`src/rtl/smaesh_inv_pkg.sv`:
```
// Shared constants, FSM state type and byte-slice helper for the masked inverse-round datapath.
// Combinational definitions only; no latency and no flow control.
package smaesh_inv_pkg;
  localparam int BYTE_BITS   = 8;
  localparam int ROWS        = 4;
  localparam int COLS        = 4;
  localparam int STATE_BYTES = 16;

  typedef enum logic {IDLE, EMIT} ser_state_e;

  // LSB of byte k in a d-share bus; the byte occupies [byte_lsb(k,d) +: BYTE_BITS*d].
  function automatic int byte_lsb(input int k, input int d);
    return BYTE_BITS * d * k;
  endfunction
endpackage

```
`src/rtl/msk_ark_sharewise.sv`:
```
// Sharewise masked AddRoundKey: bitwise XOR of two d-share sharings, shares never mixed.
// Purely combinational, zero latency, no flow control.
module msk_ark_sharewise
  import smaesh_inv_pkg::*;
#(
  parameter int d = 2
) (
  input  logic [STATE_BYTES*BYTE_BITS*d-1:0] a,
  input  logic [STATE_BYTES*BYTE_BITS*d-1:0] b,
  output logic [STATE_BYTES*BYTE_BITS*d-1:0] y
);
  // Identical share index on both operands, so the map is affine per share.
  assign y = a ^ b;
endmodule

```
`src/rtl/msk_inv_round_col_serializer.sv`:
```
// Loads masked state^key in one transfer and emits one masked column per beat; first column 1 cycle after load.
// Outputs held while out_ready is low; a new state is accepted only in IDLE or on the column-3 accept.
module msk_inv_round_col_serializer
  import smaesh_inv_pkg::*;
#(
  parameter int d = 2
) (
  input  logic                              clk,
  input  logic                              rst_n,
  input  logic                              in_valid,
  output logic                              in_ready,
  input  logic [STATE_BYTES*BYTE_BITS*d-1:0] in_state,
  input  logic [STATE_BYTES*BYTE_BITS*d-1:0] in_key,
  input  logic                              in_skip_mc,
  output logic                              out_valid,
  input  logic                              out_ready,
  output logic [BYTE_BITS*d-1:0]            out_b0,
  output logic [BYTE_BITS*d-1:0]            out_b1,
  output logic [BYTE_BITS*d-1:0]            out_b2,
  output logic [BYTE_BITS*d-1:0]            out_b3,
  output logic [1:0]                        out_col,
  output logic                              out_last,
  output logic                              out_skip_mc
);
  localparam int SW = STATE_BYTES * BYTE_BITS * d;
  localparam int BW = BYTE_BITS * d;
  localparam int CW = ROWS * BW;

  ser_state_e      fsm_q;
  logic [1:0]      cnt_q;
  logic [SW-1:0]   state_q;
  logic            skip_q;
  logic [SW-1:0]   ark;
  logic [CW-1:0]   col_w;
  logic            load;

  msk_ark_sharewise #(.d(d)) u_ark (
    .a (in_state),
    .b (in_key),
    .y (ark)
  );

  assign in_ready = (fsm_q == IDLE) || ((cnt_q == 2'd3) && out_ready);
  assign load     = in_valid && in_ready;

  always_ff @(posedge clk or negedge rst_n) begin
    if (!rst_n) begin
      fsm_q   <= IDLE;
      cnt_q   <= 2'd0;
      state_q <= '0;
      skip_q  <= 1'b0;
    end else if (load) begin
      fsm_q   <= EMIT;
      cnt_q   <= 2'd0;
      state_q <= ark;
      skip_q  <= in_skip_mc;
    end else if (fsm_q == EMIT && out_ready) begin
      if (cnt_q == 2'd3) begin
        // Column index parks at 0 in IDLE so out_col/out_last read as idle values.
        fsm_q <= IDLE;
        cnt_q <= 2'd0;
      end else begin
        cnt_q <= cnt_q + 2'd1;
      end
    end
  end

  // Column c holds bytes 4c..4c+3, contiguous in the state register.
  assign col_w = state_q[int'(cnt_q) * CW +: CW];

  assign out_valid   = (fsm_q == EMIT);
  assign out_b0      = col_w[byte_lsb(0, d) +: BW];
  assign out_b1      = col_w[byte_lsb(1, d) +: BW];
  assign out_b2      = col_w[byte_lsb(2, d) +: BW];
  assign out_b3      = col_w[byte_lsb(3, d) +: BW];
  assign out_col     = cnt_q;
  assign out_last    = (cnt_q == 2'd3);
  assign out_skip_mc = skip_q;
endmodule

```
`config.mk`:
```
export PLATFORM = sky130hd
export DESIGN_NAME = msk_inv_round_col_serializer
export DESIGN_NICKNAME = d
export VERILOG_FILES = /design/src/rtl/smaesh_inv_pkg.sv /design/src/rtl/msk_ark_sharewise.sv /design/src/rtl/msk_inv_round_col_serializer.sv
export SDC_FILE = /design/constraint.sdc
export NUM_CORES = 1
export LEC_CHECK = 0
export CAP_MARGIN = 15
export CORE_MARGIN = 10
export CORE_UTILIZATION = 31
export CTS_CLUSTER_DIAMETER = 30
export DETAILED_ROUTE_END_ITERATION = 6
export HOLD_SLACK_MARGIN = 0.03
export PLACE_DENSITY = 0.73
export SKIP_LAST_GASP = 1
export SYNTH_ARGS = -nofsm -noshare
export SYNTH_HDL_FRONTEND = slang
export SYNTH_SLANG_ARGS = --single-unit
```
`constraint.sdc`:
```
create_clock -name clk -period 3.7 [get_ports clk]
set_clock_uncertainty 0.2 [all_clocks]
set_input_delay 0.37 -clock clk [delete_from_list [all_inputs] [get_ports clk]]
set_output_delay 0.37 -clock clk [all_outputs]
set_load 0.005 [all_outputs]
```
# After elaboration in Yosys (flattened, before gate mapping)
# Cells that the tools add are included.
[op_classes]
add_sub_neg = 1
n_eq_ne = 1
n_shift = 1
mux = 6
bitwise = 2
reduce_logical = 7
[ops]
columns = ["op", "count"]
rows = [
  ["$shiftx A256 B9 Y64", 1],
  ["$xor A256 B256 Y256", 1],
  ["$mux W2", 3],
  ["$reduce_bool A2 Y1", 2],
  ["$logic_and A1 B1 Y1", 3],
  ["$mux W1", 3],
  ["$add A2 B1 Y2 const B", 1],
  ["$eq A2 B2 Y1 const B", 1],
  ["$reduce_and A2 Y1", 1],
  ["$logic_or A1 B1 Y1", 1],
  ["$not A1 Y1", 1],
]
[word_totals]
reg_bits = 260
inputBits = 517
out_inout_bits = 70

# Depth between registers and ports, before layout
[logic_depth]
ltp_word = 6
depth_mapped = 6
mapped_depth_nobuf = 4

# Cells and area by module
# A second synthesis with hierarchy kept.
[unflattened]
cells_unflattened = 1493
hier_area_um2 = 16985.0
[by_module_without_submodules]
columns = ["mod", "instances", "cells_per_inst", "area_per_inst_um2"]
rows = [
  ["msk_inv_round_col_serializer", 1, 1237, 14742.9],
  ["msk_ark_sharewise", 1, 256, 2242.2],
]

# Least setup slack after synthesis
# Ideal clock, no wire load.
[synth_path]
path_type = "reg2reg"
from = "reg cnt_q[0] (netlist: out_col[0])"
to = "reg state_q[27]"
setup_ps = 125
t_arrival_ps = 1632
required_ps = 3375
setup_slack_ps = 1744
stages_incl_launch_ff = 7
n_path_buf = 2
period_less_slack_ps = 1956
cell_sequence = "dfrtp_1 -> ha_1 -> a21bo_4 -> nand2_4 -> buf_12 -> buf_12 -> mux2_2"
[synth_between]
elab_chain_cells = 4
[synth_lines]
columns = ["item", "line", "text"]
rows = [
  ["start, declared", "msk_inv_round_col_serializer.sv:30", "logic [1:0] cnt_q;"],
  ["start signal, assigned", "msk_inv_round_col_serializer.sv:63", "cnt_q <= cnt_q + 2'd1;"],
  ["$eq A2 B2 Y1", "n/a", ""],
  ["net out_last", "msk_inv_round_col_serializer.sv:22", "output logic out_last,"],
  ["$logic_and A1 B1 Y1", "msk_inv_round_col_serializer.sv:43", "assign in_ready = (fsm_q == IDLE) || ((cnt_q == 2'd3) && out_ready);"],
  ["$logic_or A1 B1 Y1", "msk_inv_round_col_serializer.sv:43", ""],
  ["net in_ready", "msk_inv_round_col_serializer.sv:11", "output logic in_ready,"],
  ["$logic_and A1 B1 Y1", "msk_inv_round_col_serializer.sv:44", "assign load = in_valid && in_ready;"],
  ["end signal, assigned", "msk_inv_round_col_serializer.sv:55", "state_q <= ark;"],
  ["end, declared", "msk_inv_round_col_serializer.sv:31", "logic [SW-1:0] state_q;"],
]
# The timed path passes the listed nets, and every way through them passes these cells.
# A chain may end at the register's enable or synchronous reset.

# Final worst setup path
[layout_path]
from = "reg cnt_q[0] (netlist: out_col[0])"
to = "out out_b0[12]"
[layout_between]
elab_chain_cells = 1
[layout_lines]
columns = ["item", "line", "text"]
rows = [
  ["$shiftx A256 B9 Y64", "msk_inv_round_col_serializer.sv:69", "assign col_w = state_q[int'(cnt_q) * CW +: CW];"],
  ["end, declared", "msk_inv_round_col_serializer.sv:17", "output logic [BYTE_BITS*d-1:0] out_b0,"],
]
# Every way passes these cells.

==> out/qor.txt <==
CP max stage delay -> 0.71 ns
initial antenna violation count -> 0
clock transition at the registers of the reported paths -> 0.05 ns
Fmax achieved -> 303.8 MHz
number of global-route vias before repair -> 11250
RSZ-0062 raised after global routing -> no
ANT cells -> 0
DRC -> 0
reg2reg start -> out_col[0]
ys async rst share -> 1.000
Finished Core Util -> 0.5005
Root Buffer -> clkbuf_16
layout cells sized above 1 -> 0.2846
CP Max Fanout -> 34
Worst VDD drop -> 0.4248 mV
fin. max-slew vios -> 0
Die Y -> 231.2 µm
DRT antenna net count -> 0
gpl congestion -> 0.8878
pin count of the biggest net entering global routing -> 98
fin crit share -> 0.8897
Area Growth Syn to Fin -> 59.64%
Hold Startpoint -> in_skip_mc
Setup TNS -> 0 ns
GRT Total Usage -> 0.1600
initial core utilization -> 0.3135
Primary FF master, synth -> dfrtp_1
Synth Cell Area -> 0.01383 mm²
synth top area cells -> dfrtp_1, mux2_2, xor2_1, mux4_2, buf_12
DRT Pass-1 Iters -> 4
Hold Path End -> out_skip_mc
flops & latches, synth -> 260
CTS tree -> built
Gate Count Post-Synth -> 889
Critical Path RT -> 3.13 ns
Hold Crit Depth -> 2
leak pwr -> 9.269 nW
worst r2r dst -> state_q[143]
Placed Area -> 0.02007 mm²
FILL cells -> 3849
post-layout total power -> 16.57 mW
HPWL Detailed -> 35000 µm
R2R depth -> 5
post-CTS sizing -> 0
count leader, synth -> dfrtp_1
Slew HR -> 0.4822
Worst path top cell family by delay -> buffers and inverters
Hold Violations, Final -> 0
startpoint types -> flop
clock latency on the worst-skew pair -> 0.56 ns
setup violators final -> 0
max cap viols -> 0
I/O Pins -> 587
CTS Sinks -> 260
cell accounting for the most synthesized area -> dfrtp_1
Unique masters post-synth -> 22
Hold Buf Count CTS -> 1
die area -> 0.05347 mm²
Crit path buffers/inverters -> 2
vias per cell -> 4.464
Non-Filler Instances -> 2145
post-CTS setup buffers -> 0
Synth top cells by count -> dfrtp_1, xor2_1, mux2_2
CTS H-tree depth -> 2
nets@finish -> 2026
Hold Crit Class -> input port to flop
# port buffers -> 586
Synth Area per Inst -> 15.56 µm²
Post-Route WL -> 43690 µm
Post-synth EDFFs -> 0
Least-Margin Pin Slew -> 0.7767 ns
top-area cell type share of the netlist area -> 0.4703
setup slack, reg-to-reg -> 0.94 ns
final hold slack -> 0.2282 ns
Clock Tree Buf Depth -> 3
post-route worst setup slack -> 0.4083 ns
critical path class -> flop to output pin
total CTS buffers -> 55
fin area -> 0.02208 mm²
status -> finished clean
crit path cell chain -> buf_12 -> mux4_2 -> clkdlybuf4s50_1
Ys Warns -> 0
Die W -> 231.2 µm
CP Capture Type -> output pin
PD cells -> 750.2 mW/mm²
post-place setup slack -> 0.9104 ns
total global routing overflow -> 0
first-pass GRT wire length -> 66100 µm
Tmin final -> 3.292 ns
CORE AREA -> 0.04412 mm²
CP max stage cell -> dfrtp_4
Site Rows -> 77
WP data arrival -> 2.72 ns
register area share after synthesis -> 0.4703
syn nets -> 1407
Iter 0 DRT Violations -> 349
placed instance count -> 2042
Avg WL per Cell -> 20.37 µm
via count -> 9576
flip-flops by register name, indices dropped and copies added (netlist names):
| name | flops |
|---|---|
| out_col | 2 |
| out_skip_mc | 1 |
| out_valid | 1 |
| state_q | 256 |
layout make-up:
type,count,area [µm²],area share
repair buffers,604,6083,0.2755
multi-input cells,587,6746,0.3055
flip-flops and latches,260,6514,0.2950
clock inverters,40,546.8,0.02476
clock buffers,62,1453,0.06578
well taps,592,740.7,0.03354
worst register-to-register path: stages (launching register included):
cell,delay [ns]
dfrtp_4,0.66
ha_1,0.34
a21bo_4,0.25
nand2_8,0.37
buf_12,0.38
mux2_2,0.43
layer usage:
layer  share of wire  global-route usage  vias up
li1                -                   -     4403
met1            0.38              0.1768     4747
met2            0.53              0.2905      375
met3           0.074             0.05070       51
met4           0.016             0.04173        0
met5               0                   0        -
cell families after synthesis:
logic type	synth area share
xor gates and xnor gates	0.1621
adders and majority gates	0.0009043
and+or+nand+nor	0.001809
DFF	0.4703
AOI/OAI and AO/OA	0.002714
muxes	0.3196
buffers and inverters	0.04260
how the worst max path moves through the flow:
stage               depth (start not counted)  slack [ns]  startpoint           end
finish                                      3        0.41  out_col[0]    out_b0[12]
global route                                3        0.26  out_col[0]    out_b0[12]
CTS                                         3        0.34  out_col[0]     out_b1[8]
detailed placement                          5        0.91  out_col[0]  state_q[109]
global placement                            5        0.98  out_col[0]  state_q[110]
floorplan                                   6        1.74  out_col[0]   state_q[27]
placed cells by master, fill, tap and decap left out, drive strengths merged:
cell           synthesis  layout
nand2b                 1       1
a21bo                  1       1
xor2                 256     256
ha                     1       1
mux2                 257     257
clkinvlp               0       8
o31ai                  1       1
clkbuf                 2      62
buf                   40      18
bufinv                 0      11
dfrtp                260     260
dlygate4sd3            0       1
nand2                  3       3
inv                    0       8
a22o                   1       1
clkdlybuf4s50          0     585
clkinv                 0      13
mux2i                  1       1
a21oi                  1       1
mux4                  64      64
power by group:
group	internal (mW)	switching, mW
Combinational	4.17	2.02
Sequential	4.30	0.841
Clock	3.60	1.64
Total	12.1	4.50
No activity file was read; power rests on OpenSTA's default activity.
